## src/rtl/key_debounce_if.sv

```systemverilog
// key_debounce_if
//   Groups the per-channel button signals of key_debounce into one bundle.
//   key_n          raw active-low button pins, asynchronous to the clock
//   repeat_en      per-channel auto-repeat enable, synchronous
//   pressed        debounced level, 1 = pressed
//   press_pulse    one-cycle strobe on accepted press and on each auto-repeat
//   release_pulse  one-cycle strobe on accepted release
//   master drives the pins/enables, slave is the debouncer.
interface key_debounce_if #(
  parameter int WIDTH = 2
);
  logic [WIDTH-1:0] key_n;
  logic [WIDTH-1:0] repeat_en;
  logic [WIDTH-1:0] pressed;
  logic [WIDTH-1:0] press_pulse;
  logic [WIDTH-1:0] release_pulse;

  modport master (
    output key_n,
    output repeat_en,
    input  pressed,
    input  press_pulse,
    input  release_pulse
  );

  modport slave (
    input  key_n,
    input  repeat_en,
    output pressed,
    output press_pulse,
    output release_pulse
  );
endinterface

```

## src/rtl/key_debounce.sv

```systemverilog
// key_debounce
//   Conditions raw active-low push buttons. Each channel has a 2-flop
//   synchronizer, a counter-based debounce FSM, a clean active-high level,
//   single-cycle press/release strobes and optional auto-repeat of the press
//   strobe while the button is held. Channels are fully independent.
// Ports
//   clk   sole clock, rising edge
//   rst   asynchronous active-high reset
//   bus   key_debounce_if slave: key_n, repeat_en in; pressed,
//         press_pulse, release_pulse out (all outputs registered)
module key_debounce #(
  parameter int WIDTH         = 2,
  parameter int DEBOUNCE_CYC  = 200000,
  parameter int REPEAT_DELAY  = 5000000,
  parameter int REPEAT_PERIOD = 1000000,
  parameter int CNT_W         = 24
) (
  input logic         clk,
  input logic         rst,
  key_debounce_if.slave bus
);

  typedef enum logic [1:0] {
    IDLE,
    ARM,
    HELD,
    REL
  } state_t;

  localparam logic [CNT_W-1:0] DEB_LAST    = CNT_W'(DEBOUNCE_CYC - 1);
  localparam logic [CNT_W-1:0] REP_LAST    = CNT_W'(REPEAT_DELAY - 1);
  localparam logic [CNT_W-1:0] REP_RELOAD  = CNT_W'(REPEAT_DELAY - REPEAT_PERIOD);

  for (genvar i = 0; i < WIDTH; i++) begin : g_chan
    logic             sync1;
    logic             sync2;
    state_t           state;
    logic [CNT_W-1:0] cnt;
    logic [CNT_W-1:0] rcnt;
    logic             pressed_q;
    logic             press_q;
    logic             release_q;

    // Two-flop synchronizer; resets to 1 so a reset looks like "released".
    always_ff @(posedge clk or posedge rst) begin
      if (rst) begin
        sync1 <= 1'b1;
        sync2 <= 1'b1;
      end else begin
        sync1 <= bus.key_n[i];
        sync2 <= sync1;
      end
    end

    // Debounce FSM: a level change is accepted only after the synchronized
    // input has held the new value for DEBOUNCE_CYC consecutive cycles.
    // Strobes default low every cycle so they last exactly one cycle.
    // The repeat counter reloads to REPEAT_DELAY-REPEAT_PERIOD after each
    // repeat strobe so later strobes come every REPEAT_PERIOD cycles; it is
    // left untouched in REL so a release glitch does not restart the delay.
    always_ff @(posedge clk or posedge rst) begin
      if (rst) begin
        state     <= IDLE;
        cnt       <= '0;
        rcnt      <= '0;
        pressed_q <= 1'b0;
        press_q   <= 1'b0;
        release_q <= 1'b0;
      end else begin
        press_q   <= 1'b0;
        release_q <= 1'b0;
        case (state)
          IDLE: begin
            if (!sync2) begin
              state <= ARM;
              cnt   <= CNT_W'(1);
            end
          end
          ARM: begin
            if (sync2) begin
              state <= IDLE;
            end else if (cnt == DEB_LAST) begin
              state     <= HELD;
              pressed_q <= 1'b1;
              press_q   <= 1'b1;
              rcnt      <= '0;
            end else begin
              cnt <= cnt + 1'b1;
            end
          end
          HELD: begin
            if (sync2) begin
              state <= REL;
              cnt   <= CNT_W'(1);
            end else if (!bus.repeat_en[i]) begin
              rcnt <= '0;
            end else if (rcnt == REP_LAST) begin
              press_q <= 1'b1;
              rcnt    <= REP_RELOAD;
            end else begin
              rcnt <= rcnt + 1'b1;
            end
          end
          REL: begin
            if (!sync2) begin
              state <= HELD;
            end else if (cnt == DEB_LAST) begin
              state     <= IDLE;
              pressed_q <= 1'b0;
              release_q <= 1'b1;
            end else begin
              cnt <= cnt + 1'b1;
            end
          end
          default: state <= IDLE;
        endcase
      end
    end

    assign bus.pressed[i]       = pressed_q;
    assign bus.press_pulse[i]   = press_q;
    assign bus.release_pulse[i] = release_q;
  end

endmodule

```

## src/flat_wrapper.sv

```systemverilog
// flat-port wrapper written by rule: the top's interface ports become plain ports
module key_debounce_flat 
#(
  parameter int WIDTH         = 2,
  parameter int DEBOUNCE_CYC  = 200000,
  parameter int REPEAT_DELAY  = 5000000,
  parameter int REPEAT_PERIOD = 1000000,
  parameter int CNT_W         = 24
)
  (clk, rst, bus_key_n, bus_repeat_en, bus_pressed, bus_press_pulse, bus_release_pulse);
  key_debounce_if #(.WIDTH(WIDTH)) bus_i ();
  input logic clk;
  input logic rst;
  input wire logic [$bits(bus_i.key_n)-1:0] bus_key_n;
  input wire logic [$bits(bus_i.repeat_en)-1:0] bus_repeat_en;
  output wire logic [$bits(bus_i.pressed)-1:0] bus_pressed;
  output wire logic [$bits(bus_i.press_pulse)-1:0] bus_press_pulse;
  output wire logic [$bits(bus_i.release_pulse)-1:0] bus_release_pulse;
  assign bus_i.key_n = bus_key_n;
  assign bus_i.repeat_en = bus_repeat_en;
  assign bus_pressed = bus_i.pressed;
  assign bus_press_pulse = bus_i.press_pulse;
  assign bus_release_pulse = bus_i.release_pulse;
  key_debounce #(.WIDTH(WIDTH), .DEBOUNCE_CYC(DEBOUNCE_CYC), .REPEAT_DELAY(REPEAT_DELAY), .REPEAT_PERIOD(REPEAT_PERIOD), .CNT_W(CNT_W)) u_core (.clk(clk), .rst(rst), .bus(bus_i));
endmodule
```

## config.mk

```make
export PLATFORM = sky130hd
export DESIGN_NAME = key_debounce_flat
export DESIGN_NICKNAME = d
export VERILOG_FILES = /design/src/rtl/key_debounce_if.sv /design/src/rtl/key_debounce.sv /design/src/flat_wrapper.sv
export SDC_FILE = /design/constraint.sdc
export NUM_CORES = 1
export LEC_CHECK = 0
export BUFFER_PORTS_ARGS = -buffer_cell sky130_fd_sc_hd__buf_2
export CORE_MARGIN = 3
export CORE_UTILIZATION = 37
export DETAILED_ROUTE_END_ITERATION = 16
export PLACE_DENSITY = 0.59
export SLEW_MARGIN = 30
export SYNTH_ARGS = -nofsm -noshare
export SYNTH_HDL_FRONTEND = slang
export SYNTH_SLANG_ARGS = --single-unit
```

## constraint.sdc

```tcl
create_clock -name clk -period 4.9 [get_ports clk]
set_input_delay 0.735 -clock clk [delete_from_list [all_inputs] [get_ports clk]]
set_output_delay 0.735 -clock clk [all_outputs]
set_load 0.01 [all_outputs]
```

==> impl_metrics.yaml <==
run:
  max_cap_violations: 0
placement:
  gp_congestion: 0.871
  portBuffers: 11
  dpl_cell_area_um2: 6760
  hpwl_mm: 10.3
  post-place-ws_ns: 1.55
clock_network:
  cts-root-buf: "clkbuf_16"
  clk_latency_ns: 0.35
  holdBufCountCts: 0
  ctsResizeCount: 0
  cts_buffers: 9
  cts-htree-levels: 3
  ctsLongestPathBuffers: 2
  cts_tree: "done"
  cts_setup_buffers: 0
  cts.clk_slew.worst_paths_ns: 0.07
  cts_num_sinks: 110
finish:
  final_area_um2: 7050
  diodes: 0
  syn2layout_area_growth_pct: 7.53
  final_nets: 717
  drive_gt1_frac: 0.0838
sta:
  hold_viol_final: 0
  finalWorstSetupSlack_ns: 1.72
  min_period_over_period: 0.650
  hold_slack_ns: 0.356
  max_slew.worst_pin.slew_ns: 0.919
  drv_slew: 0
  max_freq_mhz: 314
  finalSetupViolations: 0
  fin_crit_ns: 3.18
  slew_headroom: 0.383
  setup-tns-final_ns: 0
  finClkSkew_ns: 0.00743
  rsz0062_at_grt: "no"
grt:
  overflow: 0
  use_met1: 0.220
  grt_usage: 0.158
  top_usage_layer: "met2"
  grtUsageMet3: 0.0293
  antenna_found_initial: 0
  grt_max_degree: 79
  met2_usage: 0.255
  grt_pass1_vias: 5303
  grt_pass1_wl_mm: 26.1
pwr:
  p_leak_nw: 2.86
  power_w: 0.00247
  power.density_nw_per_um2: 351
  ir_drop_uv: 196
synthesis:
  synthMostInstantiatedCell: "dfrtp_1"
  yosysUniqueCellTypes: 70
  synth_flop_cell: "dfrtp_1"
  synth_fp_nets: 726
  syn_area_um2: 6560
  yosysWarnings: 0
  synth_top_area_cell: "dfrtp_1"
  ys_seq_elements: 110
  synth_commonest_cells: "dfrtp_1 (106), nand2_1 (49), nor2_1 (48)"
  synthDominantCellAreaShare: 0.404
  syn_avg_cell_area_um2: 9.27
  postSynth.asyncResetShare: 1.00
  synth_area_leaders: "dfrtp_1 (40%), nand2_1 (2.8%), a21oi_1 (2.7%)"
  syn_inst: 708
  synth_edf_count: 0
  ys_seq_area_frac: 0.420
critical_path:
  start_kind: "flop"
  end_kind: "flop"
  reg2reg_slack_ns: 1.72
  required_ns: 5.19
  worst-path-max-fanout: 23
  worstSetupPathType: "reg -> reg"
  cp_data_arrival_time_ns: 3.47
routing:
  first_pass_iters: 5
  vias: 5613
  wl_per_cell_um: 16.4
  drt_iter0_markers: 411
  drc: 0
  via_per_inst: 6.04
  wl_mm: 15.2
  drtAntennaViolNets: 0
floorplan:
  core_area_um2: 17300
  chipHeight_um: 139
  io_pins: 12
  die_w_um: 139
  start_util: 0.379
  fp.dieArea_um2: 19400
  row_count: 48
status:
  outcome: "completed"
min_path:
  min_path_type: "reg -> reg"
-- worst paths after layout --
check | from | endpoint | depth (start not counted)
worst max-delay path | u_core.g_chan[1].cnt[0]$_DFFE_PP0P_ | u_core.g_chan[1].rcnt[12]$_DFFE_PP0P_ | 6
worst max register to register | u_core.g_chan[1].cnt[0]$_DFFE_PP0P_ | u_core.g_chan[1].rcnt[12]$_DFFE_PP0P_ | 6
max in group asynchronous | rst | u_core.g_chan[0].rcnt[7]$_DFFE_PP0P_ | 3
worst min register to register | u_core.g_chan[0].sync1$_DFF_PP1_ | u_core.g_chan[0].sync2$_DFF_PP1_ | 0
worst min-delay path | u_core.g_chan[0].sync1$_DFF_PP1_ | u_core.g_chan[0].sync2$_DFF_PP1_ | 0
min in group asynchronous | rst | u_core.g_chan[1].cnt[17]$_DFFE_PP0P_ | 2
-- critical path: stages (launching register included) --
cell and delay [ns]:
dfrtp_1 0.42, ha_1 0.24, nand3_2 0.15, nor4_4 0.85
a41oi_4 0.55, nor2_2 0.63, a32o_1 0.26
-- cell usage in the layout, fill, tap and decap left out, drive strengths merged, types with 9 or more instances in the layout --
master	count
and3	24
buf	16
a21oi	36
nand2	49
nand4	27
and2	13
nor3b	10
dfrtp	106
nor2	52
o21ai	49
inv	13
or3	12
ha	12
or4	16
a22o	20
o22a	11
nor4	15
nor3	22
nand3	36
xnor2	20
and4	9
clkbuf	12
o31ai	11
nor2b	14
-- per-layer routing --
metal / share of wire / up-vias
met5: 0 / -
li1: - / 2692
met1: 0.48 / 2758
met3: 0.042 / 17
met2: 0.46 / 146
met4: 0.011 / 0
-- report_power, final --
| part | internal (W) | switching, W |
|---|---|---|
| logic | 0.000245 | 0.000499 |
| registers | 0.000970 | 0.0000728 |
| clock network | 0.000357 | 0.000329 |
| total | 0.00157 | 0.000901 |
-- sequential cells by signal (all words and copies together) (netlist names), named ones only --
signal and cells:
u_core.g_chan.sync1 2, u_core.g_chan.cnt 48, u_core.g_chan.release_q 2, u_core.g_chan.state 2
u_core.g_chan.rcnt 48, u_core.g_chan.pressed_q 2, u_core.g_chan.sync2 2, u_core.g_chan.press_q 2
-- cell type report --
class                   instances  area, µm²
clock buffers                  12        246
clock inverters                 4       22.5
fillers                      1672      10200
inverters                      13       53.8
multi-input cells             549       3600
flip-flops and latches        110       2760
well taps                     225        282
repair buffers                 16       92.6
-- through the flow --
step           utilization  std cells
2_1_floorplan            -        708
3_3_place_gp         0.390        912
3_5_place_dp         0.391        912
4_1_cts              0.406        928
5_1_grt              0.408        929
6_report             0.408        929
-- kinds of logic after synthesis --
logic type / share of synthesized area
xor gates and xnor gates: 0.0280
buffers and inverters: 0.0351
adders and majority gates: 0.0229
DFF: 0.420
and+or+nand+nor: 0.282
AOI/OAI and AO/OA: 0.201
muxes: 0.0111
Power figures use the tool's default switching activity.
